**src/rtl/shifter_rl_seq.sv**
```systemverilog
// Sequential right shifter: accepts an operand over valid/ready, shifts right one
// bit per clock with logical or arithmetic fill, and returns the result over valid/ready.
module shifter_rl_seq #(
    parameter int N = 8,
    localparam int S = $clog2(N)
) (
    input  logic         clk,
    input  logic         rst,
    input  logic         in_valid,
    output logic         in_ready,
    input  logic [N-1:0] a,
    input  logic [S-1:0] s,
    input  logic         arith,
    output logic         out_valid,
    input  logic         out_ready,
    output logic [N-1:0] y
);

    typedef enum logic [1:0] {
        ST_IDLE  = 2'd0,
        ST_SHIFT = 2'd1,
        ST_DONE  = 2'd2
    } state_t;

    state_t        state_q, state_d;
    logic [N-1:0]  data_q, data_d;
    logic [S-1:0]  count_q, count_d;
    logic          mode_q, mode_d;
    logic [N-1:0]  y_q, y_d;

    // One-bit right shift; the fill bit is the sign only in arithmetic mode.
    function automatic logic [N-1:0] shr1(input logic [N-1:0] v, input logic arith_mode);
        return {arith_mode & v[N-1], v[N-1:1]};
    endfunction

    // State and datapath registers with synchronous reset.
    always_ff @(posedge clk) begin
        if (rst) begin
            state_q <= ST_IDLE;
            data_q  <= '0;
            count_q <= '0;
            mode_q  <= 1'b0;
            y_q     <= '0;
        end else begin
            state_q <= state_d;
            data_q  <= data_d;
            count_q <= count_d;
            mode_q  <= mode_d;
            y_q     <= y_d;
        end
    end

    // Next-state and datapath update.
    always_comb begin
        state_d = state_q;
        data_d  = data_q;
        count_d = count_q;
        mode_d  = mode_q;
        case (state_q)
            ST_IDLE: begin
                if (in_valid) begin
                    data_d = a;
                    mode_d = arith;
                    if (s == S'(0)) begin
                        state_d = ST_DONE;
                    end else begin
                        count_d = s;
                        state_d = ST_SHIFT;
                    end
                end else begin
                    state_d = ST_IDLE;
                end
            end
            ST_SHIFT: begin
                data_d  = shr1(data_q, mode_q);
                count_d = count_q - S'(1);
                if (count_q == S'(1)) begin
                    state_d = ST_DONE;
                end else begin
                    state_d = ST_SHIFT;
                end
            end
            ST_DONE: begin
                if (out_ready) begin
                    state_d = ST_IDLE;
                end else begin
                    state_d = ST_DONE;
                end
            end
            default: begin
                state_d = ST_IDLE;
            end
        endcase
    end

    // Result is captured on entry to DONE so y holds steady until the next result.
    always_comb begin
        if ((state_q != ST_DONE) && (state_d == ST_DONE)) begin
            y_d = data_d;
        end else begin
            y_d = y_q;
        end
    end

    // Handshake outputs decoded from the registered state.
    always_comb begin
        in_ready  = (state_q == ST_IDLE);
        out_valid = (state_q == ST_DONE);
    end

    assign y = y_q;

endmodule
```
**config.mk**
```make
export PLATFORM = sky130hd
export DESIGN_NAME = shifter_rl_seq
export DESIGN_NICKNAME = d
export VERILOG_FILES = /design/src/rtl/shifter_rl_seq.sv
export SDC_FILE = /design/constraint.sdc
export NUM_CORES = 1
export LEC_CHECK = 0
export BUFFER_PORTS_ARGS = -buffer_cell sky130_fd_sc_hd__buf_2
export CORE_MARGIN = 2
export CORE_UTILIZATION = 52
export CTS_BUF_LIST = sky130_fd_sc_hd__clkbuf_4 sky130_fd_sc_hd__clkbuf_8
export CTS_CLUSTER_SIZE = 40
export DETAILED_ROUTE_END_ITERATION = 7
export HOLD_SLACK_MARGIN = 0.02
export PLACE_DENSITY = 0.79
export SLEW_MARGIN = 20
export SYNTH_ARGS = -nofsm -noshare
export SYNTH_HDL_FRONTEND = slang
export SYNTH_SLANG_ARGS = --single-unit
```
**constraint.sdc**
```tcl
create_clock -name clk -period 4.9 [get_ports clk]
set_clock_uncertainty 0.15 [all_clocks]
set_input_delay 0 -clock clk [delete_from_list [all_inputs] [get_ports clk]]
set_output_delay 0 -clock clk [all_outputs]
set_load 0.02 [all_outputs]
```
==> results.cfg <==
[worst_setup_path]
crit_chain = nor2_1 -> a32oi_1 -> dlygate4sd3_1 -> a21oi_1 -> dlygate4sd3_1
worst_path_most_repeated_cell = dlygate4sd3_1
critPathKind = reg2reg
path_delay_family = buffers and inverters
worst_r2r_startpoint = state_q[1]
r2r_slack_ps = 2260
required_ps = 4950
crit_path_end_kind = flip-flop
reg2reg_depth = 5
startpoint_type = flip-flop
regToRegEndpoint = data_q[7]
arrival_ps = 2690
slowest_delay_ps = 750
worstSetupPathDepth = 5
critPathSlowestCell = dfxtp_1
cp_max_fo = 19
path_buf_inv = 2

[placed_design]
place_hpwl_mm = 1.79
pre_cts_ws_ps = 2800
gp_congestion = 0.764
portBuffers = 25

[logic_synthesis]
avgSynthCellArea_um2 = 9.32
netlist_instances = 116
yosysWarnings = 0
synth.distinct_cells = 36
ys_ff_latch = 22
synth-edff-count = 0
ys.flop_type = dfxtp_1
syn_area_mm2 = 0.00108
synth_nets = 134
ys_seq_area_frac = 0.407
async_flop_share = 0

[clock_network]
cts_hold_buf = 20
cts_tree = done
post_cts_buffers = 0
path_clk_slew_ps = 120
cts_buffers = 3
cts.htree.levels = 1
clockBufferDepth = 2
cts_sinks = 22
clk_latency_ps = 300
cts_resized = 0
root_buffer = clkbuf_4

[final_layout]
nets = 178
post-route-util = 0.736
multi_input_area_um2 = 586
antenna_cells = 0
regArea_um2 = 440
fillCellCount = 158
area_delta_synth_final_pct = 33.6
drive_above_1_share = 0.233

[die]
initial_utilization = 0.551
dieArea_mm2 = 0.00246
ios = 26
die_x_um = 49.6
die_y_um = 49.6
rows = 16
core_area_mm2 = 0.00196

[sta]
setup_violations = 0
slew_viol_final = 0
whs_ps = 74.6
slew_headroom = 0.579
tightest_slew_ps = 630
rsz0062_at_grt = false
fin_ws_ps = 2260
fmax_ghz = 0.379
finalHoldViolations = 0
tns_ps = 0
finalCritPeriodShare = 0.538
finalCriticalPeriod_ps = 2640

[status]
status = finished, final reports clean

[detailed_routing]
vias = 1058
wl_mm = 2.87
drc_errors = 0
first_pass_iters = 4
ant_nets = 0
avgRoutedWirePerCell_um = 15.4
drt_iter0_markers = 39
viasPerCell = 5.69

[global_routing]
overflow = 0
grt_pass1_wl_mm = 4.73
grt_max_degree = 23
gr-usage-all-layers = 0.251
antenna_found_initial = 0
grt_pass1_vias = 1029

[worst_hold_path]
whs_path_depth = 4
min_from = out_ready
hp-class = in2reg
min_to = state_q[1]

[power_and_ir_drop]
peakVddDrop_mv = 0.202
leakagePower_nw = 0.602
powerDensity_mw_per_mm2 = 290

[job]
drv_cap = 0
[sequential cells by signal, summed over array words and instances (netlist names)]
register / count
mode_q: 1
state_q: 2
count_q: 3
data_q: 8
y: 8
[cell usage after synthesis (all sizes together), types with 2 or more instances]
master	instances	area, um2
dfxtp	22	440
a21oi	11	55.1
o21ai	9	45.0
nand2b	7	43.8
o21bai	7	52.6
nor2	6	30.0
o22ai	6	37.5
or4	6	45.0
inv	5	18.8
nand2	4	15.0
nor2b	4	27.5
buf	3	21.3
clkbuf	3	11.3
a311oi	2	17.5
ha	2	25.0
mux2	2	26.3
o41ai	2	17.5
[where the power goes]
group	internal (W)	switching [W]	leakage (nW)
registers	0.000196	0.0000153	0.181
logic	0.0000515	0.0000560	0.400
clock network	0.0000453	0.0000548	0.0210
total	0.000292	0.000126	0.602
[worst register-to-register path, cell delays in order, from the launching register on]
cell and delay (ps):
dfxtp_1 750, nor2_1 160, a32oi_1 240, dlygate4sd3_1 590
a21oi_1 80, dlygate4sd3_1 580
[area by class of cell]
class                   count  area share
clock buffers               4      0.0251
inverters                   6      0.0156
multi-input cells          82       0.406
flip-flops and latches     22       0.305
well taps                  27      0.0234
repair buffers             45       0.225
[per-stage QoR]
step / power (W) / std cells / cell area [um2]
global route: 0.000442 / 186 / 1440
global placement: 0.000296 / 162 / 1210
finish: 0.000419 / 186 / 1440
CTS: 0.000414 / 186 / 1440
floorplan: 0.000275 / 116 / 1080
detailed placement: 0.000301 / 162 / 1210
[logic make-up (layout without fill, tap and decap cells)]
kind of cell / Yosys count / count (layout) / share of synthesized area
buffers and inverters: 12 / 55 / 0.0509
flip-flops: 22 / 22 / 0.407
AO/OA/AOI/OAI: 45 / 45 / 0.289
adder cells (fa/ha/maj): 2 / 2 / 0.0231
AND/OR/NAND/NOR: 32 / 32 / 0.196
multiplexers: 3 / 3 / 0.0336
[cells in the final DEF, fill, tap and decap left out, types with 3 or more instances in the layout]
cell type / count
nor2_1: 5
buf_2: 25
inv_1: 5
nor2b_1: 3
clkbuf_4: 3
o21ai_0: 9
a21oi_1: 11
o21bai_1: 7
or4_1: 6
nand2_1: 4
dfxtp_1: 22
dlygate4sd3_1: 20
nand2b_1: 7
o22ai_1: 6
[layer usage]
metal / up-vias / wire, um / GRT usage
li1: 523 / - / -
met1: 495 / 1260 / 0.303
met2: 36 / 1470 / 0.456
met3: 4 / 112 / 0.0394
met4: 0 / 33 / 0.0694
met5: - / 0 / 0
[worst max-delay path by stage]
stage	start	to	slack (ps)
floorplan	count_q[1]	y[7]	3170
global placement	state_q[1]	y[7]	2880
detailed placement	state_q[1]	y[7]	2800
CTS	state_q[1]	data_q[7]	2380
global route	state_q[1]	data_q[7]	2200
finish	state_q[1]	data_q[7]	2260
No activity file was read; power rests on OpenSTA's default activity.
